$ cat config.mk
export PLATFORM = sky130hd
export DESIGN_NAME = s27_bist_ctrl_flat
export DESIGN_NICKNAME = d
export VERILOG_FILES = /design/src/rtl/s27_bist_ctrl_if.sv /design/src/rtl/s27_bist_ctrl.sv /design/src/flat_wrapper.sv
export SDC_FILE = /design/constraint.sdc
export NUM_CORES = 1
export LEC_CHECK = 0
export CORE_MARGIN = 3
export CORE_UTILIZATION = 25
export DETAILED_ROUTE_END_ITERATION = 16
export GPL_ROUTABILITY_DRIVEN = 0
export PLACE_DENSITY = 0.53
export RECOVER_POWER = 50
export SYNTH_ARGS = -nofsm -noshare
export SYNTH_HDL_FRONTEND = slang
export SYNTH_SLANG_ARGS = --single-unit
$ cat constraint.sdc
create_clock -name clk -period 5.2 [get_ports clk]
set_clock_uncertainty 0.05 [all_clocks]
set_input_delay 1.04 -clock clk [delete_from_list [all_inputs] [get_ports clk]]
set_output_delay 1.04 -clock clk [all_outputs]
set_load 0.02 [all_outputs]
$ cat src/rtl/s27_bist_ctrl_if.sv
// Bundle between the s27 BIST wrapper and its test controller / core.
// master = test controller plus core response; slave = the BIST wrapper.
interface s27_bist_ctrl_if;
  logic        start;
  logic        abort;
  logic        resp_in;
  logic [3:0]  pat_out;
  logic        dut_init;
  logic        busy;
  logic        done;
  logic        pass;
  logic [15:0] signature;
  logic [15:0] pat_cnt;

  modport master (
    output start, abort, resp_in,
    input  pat_out, dut_init, busy, done, pass, signature, pat_cnt
  );

  modport slave (
    input  start, abort, resp_in,
    output pat_out, dut_init, busy, done, pass, signature, pat_cnt
  );
endinterface

$ cat src/rtl/s27_bist_ctrl.sv
// BIST wrapper for the s27 core: a 4-bit LFSR drives G0..G3 and a 16-bit
// serial MISR compacts G17, sequenced by an IDLE/INIT/RUN/CHECK/DONE FSM.
module s27_bist_ctrl #(
  parameter int unsigned NUM_PAT    = 64,
  parameter logic [3:0]  SEED       = 4'h1,
  parameter int unsigned INIT_CYC   = 2,
  parameter logic [15:0] MISR_POLY  = 16'h1021,
  parameter logic [15:0] GOLDEN_SIG = 16'h0000
) (
  input logic             clk,
  input logic             rst,
  s27_bist_ctrl_if.slave  bus
);

  // An all-zero LFSR would lock up, so a zero seed is remapped.
  localparam logic [3:0]  SEED_EFF  = (SEED == 4'h0) ? 4'h1 : SEED;
  localparam logic [3:0]  INIT_LAST = 4'(INIT_CYC - 1);
  localparam logic [15:0] PAT_LAST  = 16'(NUM_PAT - 1);

  typedef enum logic [2:0] {
    IDLE  = 3'd0,
    INIT  = 3'd1,
    RUN   = 3'd2,
    CHECK = 3'd3,
    DONE  = 3'd4
  } state_e;

  state_e      state_q, state_d;
  logic [3:0]  lfsr_q, lfsr_d;
  logic [15:0] sig_q, sig_d;
  logic [15:0] cnt_q, cnt_d;
  logic [3:0]  init_q, init_d;
  logic        pass_q, pass_d;
  logic        busy_q, busy_d;
  logic        done_q, done_d;
  logic        dut_init_q, dut_init_d;

  function automatic logic [3:0] lfsr_step(input logic [3:0] l);
    return {l[2:0], l[3] ^ l[2]};
  endfunction

  function automatic logic [15:0] misr_step(input logic [15:0] s, input logic r);
    logic fb;
    fb = s[15] ^ r;
    return {s[14:0], 1'b0} ^ (fb ? MISR_POLY : 16'h0000);
  endfunction

  // Next-state, datapath and registered-output decode.
  always_comb begin
    state_d = state_q;
    lfsr_d  = lfsr_q;
    sig_d   = sig_q;
    cnt_d   = cnt_q;
    init_d  = init_q;
    pass_d  = pass_q;

    case (state_q)
      IDLE, DONE: begin
        if (bus.start) begin
          state_d = INIT;
          lfsr_d  = SEED_EFF;
          sig_d   = 16'h0000;
          cnt_d   = 16'h0000;
          init_d  = 4'h0;
          pass_d  = 1'b0;
        end else begin
          state_d = state_q;
        end
      end
      INIT: begin
        if (bus.abort) begin
          state_d = IDLE;
        end else begin
          init_d = init_q + 4'h1;
          if (init_q == INIT_LAST) begin
            state_d = RUN;
          end else begin
            state_d = INIT;
          end
        end
      end
      RUN: begin
        // Abort freezes the partial signature and pattern count.
        if (bus.abort) begin
          state_d = IDLE;
        end else begin
          lfsr_d = lfsr_step(lfsr_q);
          sig_d  = misr_step(sig_q, bus.resp_in);
          cnt_d  = cnt_q + 16'h0001;
          if (cnt_q == PAT_LAST) begin
            state_d = CHECK;
          end else begin
            state_d = RUN;
          end
        end
      end
      CHECK: begin
        pass_d  = (sig_q == GOLDEN_SIG);
        state_d = DONE;
      end
      default: begin
        state_d = IDLE;
      end
    endcase

    busy_d     = (state_d == INIT) || (state_d == RUN) || (state_d == CHECK);
    done_d     = (state_d == DONE);
    dut_init_d = (state_d == INIT);
  end

  // State and datapath registers with synchronous reset.
  always_ff @(posedge clk) begin
    if (rst) begin
      state_q    <= IDLE;
      lfsr_q     <= SEED_EFF;
      sig_q      <= 16'h0000;
      cnt_q      <= 16'h0000;
      init_q     <= 4'h0;
      pass_q     <= 1'b0;
      busy_q     <= 1'b0;
      done_q     <= 1'b0;
      dut_init_q <= 1'b0;
    end else begin
      state_q    <= state_d;
      lfsr_q     <= lfsr_d;
      sig_q      <= sig_d;
      cnt_q      <= cnt_d;
      init_q     <= init_d;
      pass_q     <= pass_d;
      busy_q     <= busy_d;
      done_q     <= done_d;
      dut_init_q <= dut_init_d;
    end
  end

  assign bus.pat_out   = lfsr_q;
  assign bus.signature = sig_q;
  assign bus.pat_cnt   = cnt_q;
  assign bus.pass      = pass_q;
  assign bus.busy      = busy_q;
  assign bus.done      = done_q;
  assign bus.dut_init  = dut_init_q;

endmodule

$ cat src/flat_wrapper.sv
// flat-port wrapper written by rule: the top's interface ports become plain ports
module s27_bist_ctrl_flat 
#(
  parameter int unsigned NUM_PAT    = 64,
  parameter logic [3:0]  SEED       = 4'h1,
  parameter int unsigned INIT_CYC   = 2,
  parameter logic [15:0] MISR_POLY  = 16'h1021,
  parameter logic [15:0] GOLDEN_SIG = 16'h0000
)
  (clk, rst, bus_start, bus_abort, bus_resp_in, bus_pat_out, bus_dut_init, bus_busy, bus_done, bus_pass, bus_signature, bus_pat_cnt);
  s27_bist_ctrl_if bus_i ();
  input logic clk;
  input logic rst;
  input wire logic [$bits(bus_i.start)-1:0] bus_start;
  input wire logic [$bits(bus_i.abort)-1:0] bus_abort;
  input wire logic [$bits(bus_i.resp_in)-1:0] bus_resp_in;
  output wire logic [$bits(bus_i.pat_out)-1:0] bus_pat_out;
  output wire logic [$bits(bus_i.dut_init)-1:0] bus_dut_init;
  output wire logic [$bits(bus_i.busy)-1:0] bus_busy;
  output wire logic [$bits(bus_i.done)-1:0] bus_done;
  output wire logic [$bits(bus_i.pass)-1:0] bus_pass;
  output wire logic [$bits(bus_i.signature)-1:0] bus_signature;
  output wire logic [$bits(bus_i.pat_cnt)-1:0] bus_pat_cnt;
  assign bus_i.start = bus_start;
  assign bus_i.abort = bus_abort;
  assign bus_i.resp_in = bus_resp_in;
  assign bus_pat_out = bus_i.pat_out;
  assign bus_dut_init = bus_i.dut_init;
  assign bus_busy = bus_i.busy;
  assign bus_done = bus_i.done;
  assign bus_pass = bus_i.pass;
  assign bus_signature = bus_i.signature;
  assign bus_pat_cnt = bus_i.pat_cnt;
  s27_bist_ctrl #(.NUM_PAT(NUM_PAT), .SEED(SEED), .INIT_CYC(INIT_CYC), .MISR_POLY(MISR_POLY), .GOLDEN_SIG(GOLDEN_SIG)) u_core (.clk(clk), .rst(rst), .bus(bus_i));
endmodule
==> impl_metrics.yaml <==
routing:
  firstDrtPassIters: 4
  postRouteAntennaNets: 0
  drc: 0
  vias: 1837
  drt-total-wl_um: 4930
  drt-initial-drc-count: 88
  wl_per_cell_um: 12.9
  vias_per_cell: 4.81
flow_run:
  drv_cap: 0
die:
  placementRows: 32
  fp.dieH_um: 96.6
  ioPinCount: 45
  core_area_um2: 7850
  die_w_um: 96.6
  die_area_um2: 9330
  initial_core_util_pct: 26.1
placement:
  io_buffers: 44
  dp_hpwl_um: 3370
logic_synthesis:
  ys_seq_elements: 47
  synth.largest_area_cell: "dfxtp_1"
  ys_types: 37
  synth_edf_count: 0
  yosysSeqAreaShare_pct: 45.9
  synthFlopType: "dfxtp_1"
  ys_warn_count: 0
  syn_nets: 248
  async_flop_share_pct: 0
  synth.cell_area_um2: 2050
  synth_area_leaders: "dfxtp_1, a21oi_1, nand3_1"
  synth_area_per_cell_um2: 8.54
  syn_inst: 240
  synth_top_area_share_pct: 45.9
grt:
  grt_max_degree: 34
  antenna_found_initial: 0
  grt_use_total_pct: 11.6
  grt_first_pass_wirelength_um: 8480
  grt-ovfl-total: 0
  first_global_vias: 1789
finish:
  diodes: 0
  syn2layout_area_growth_pct: 29.4
  post-route-util_pct: 33.8
  drive_gt1_share_pct: 5.36
  fillers: 874
  finalNetCount: 287
timing:
  setup_viol: 0
  tns_ps: 0
  timing.fmax_mhz: 323
  hold_viol: 0
  drv_slew: 0
  rsz0062_at_grt: "no"
  worst_pin_slew_ps: 1450
  min_period_ps: 3100
  finalCritPeriodShare_pct: 59.6
  slew_headroom_pct: 3.37
worst_setup_path:
  arrival_ps: 3270
  path_cells: "clkdlybuf4s50_1, nor4b_4, o2111ai_1, or4_1, a21oi_1"
  setup.worst_path.end_class: "flop"
  worstSetupPathType: "input pin to flop"
  cp_num_buf_inv: 1
  crit_path_top_delay_cell: "nor4b_4"
  required_ps: 5380
  startpoint_type: "input pin"
  path_max_fanout: 12
  path_delay_family: "simple AND/OR/NAND/NOR gates"
  slowest_delay_ps: 680
power_and_ir_drop:
  ir_drop_uv: 88.0
  leakage_uw: 0.000962
  power_density_nw_per_um2: 231
clock_network:
  clk_pin_slew_ps: 90
  cts_sinks: 47
  cts_resized: 0
  cts-root-buf: "clkbuf_8"
  htree_num_levels: 2
  cts_tree: "yes"
  numCtsBuffers: 5
  cts_setup_buffers: 0
  clock_latency_ps: 290
  holdBufCountCts: 0
  clockBufferDepth: 2
status:
  outcome: "finished clean"
min_path:
  min_path_type: "flop to flop"
-- path summary, 6_finish.rpt --
kind,from,end,slack (ps),cells after the start
worst min register to register,u_core.bus.pat_out[1],u_core.bus.pat_out[1],420,2
worst min-delay path,u_core.bus.pat_out[1],u_core.bus.pat_out[1],420,2
worst max-delay path,bus_abort,u_core.bus.pat_cnt[15],2100,5
worst max register to register,u_core.state_q[0],u_core.bus.pat_cnt[15],2940,4
-- Yosys cell counts (2+ instances only) --
cell type / number
nand4_1: 3
or4_1: 2
o2111ai_1: 3
inv_1: 3
nor4_1: 5
nand3b_1: 2
xor2_1: 6
o211ai_1: 2
buf_2: 4
nand3_1: 23
nor3_1: 3
a21oi_1: 32
or3_1: 8
o21ai_0: 11
nand2_1: 23
and4_1: 2
ha_1: 3
nor3b_2: 2
or2_1: 2
a22oi_1: 2
mux2i_1: 2
xnor2_1: 5
and3_1: 2
clkbuf_1: 9
nor2_1: 20
nor2b_1: 4
dfxtp_1: 47
-- kinds of logic after synthesis --
kind of cell / synth area share (%)
fa+ha+maj: 1.83
compound gates: 15.0
xor+xnor: 4.70
flops: 45.9
buf+inv: 3.54
simple gates: 28.1
mux: 0.976
-- stage by stage --
stage	total power, uW	area [um2]	worst slack, ps	hold WS (ps)	instances
detailed placement	410	2570	1810	419	374
CTS	628	2660	2120	433	382
global route	644	2650	1900	454	382
finish	614	2650	2100	421	382
global placement	410	2570	1840	414	374
floorplan	398	2050	2870	409	240
-- state kept, by name, summed over array words and instances (netlist names) --
signal and count:
u_core.bus.dut_init 1, u_core.init_q 4, u_core.bus.pat_cnt 16, u_core.bus.busy 1
u_core.state_q 3, u_core.bus.pat_out 4, u_core.bus.pass 1, u_core.bus.done 1
u_core.bus.signature 16
-- layout by cell type, fill, tap and decap left out, types with 2 or more instances in the layout --
master           Yosys  routed
ha_1                 3       3
nand4_1              3       3
clkbuf_8             0       5
nor2b_1              4       4
xnor2_1              5       5
or3_1                8       8
a21oi_1             32      32
and3_1               2       2
or4_1                2       2
mux2i_1              2       2
inv_1                3       3
o211ai_1             2       2
clkbuf_1             9       2
nor4_1               5       5
nor3b_2              2       2
xor2_1               6       6
dfxtp_1             47      47
nor2_1              20      20
a22oi_1              2       2
o21ai_0             11      11
nand2_1             23      23
nand3b_1             2       2
nand3_1             23      23
o2111ai_1            3       3
dlygate4sd3_1        0      39
and4_1               2       2
or2_1                2       2
nor3_1               3       3
clkdlybuf4s50_1      0       5
-- layout make-up --
type,count,area (um2),area share (%)
timing repair buffer,46,452,17.0
clock inverter,2,12.5,0.471
multi-input combinational,176,1040,39.1
tap,102,128,4.81
inverter,3,11.3,0.424
clock buffer,6,72.6,2.73
sequential,47,941,35.5
-- tightest hold or removal path, cell delays in order (launching register included) --
cell and delay [ps]:
dfxtp_1 330, nand2_1 50, a21oi_1 50
-- metal layers --
layer / up-vias / wire length [um] / global-route usage (%)
li1: 929 / - / -
met1: 855 / 2390 / 16.1
met2: 48 / 2150 / 17.3
met3: 5 / 339 / 3.49
met4: 0 / 42 / 3.39
met5: - / 0 / 0
-- where the power goes --
group | total [uW] | internal, uW | switching, uW
Clock | 213 | 94.1 | 119
Combinational | 35.7 | 11.5 | 24.2
Sequential | 364 | 362 | 2.57
Total | 614 | 467 | 146
Note: power is estimated with default switching activity, not from simulation.
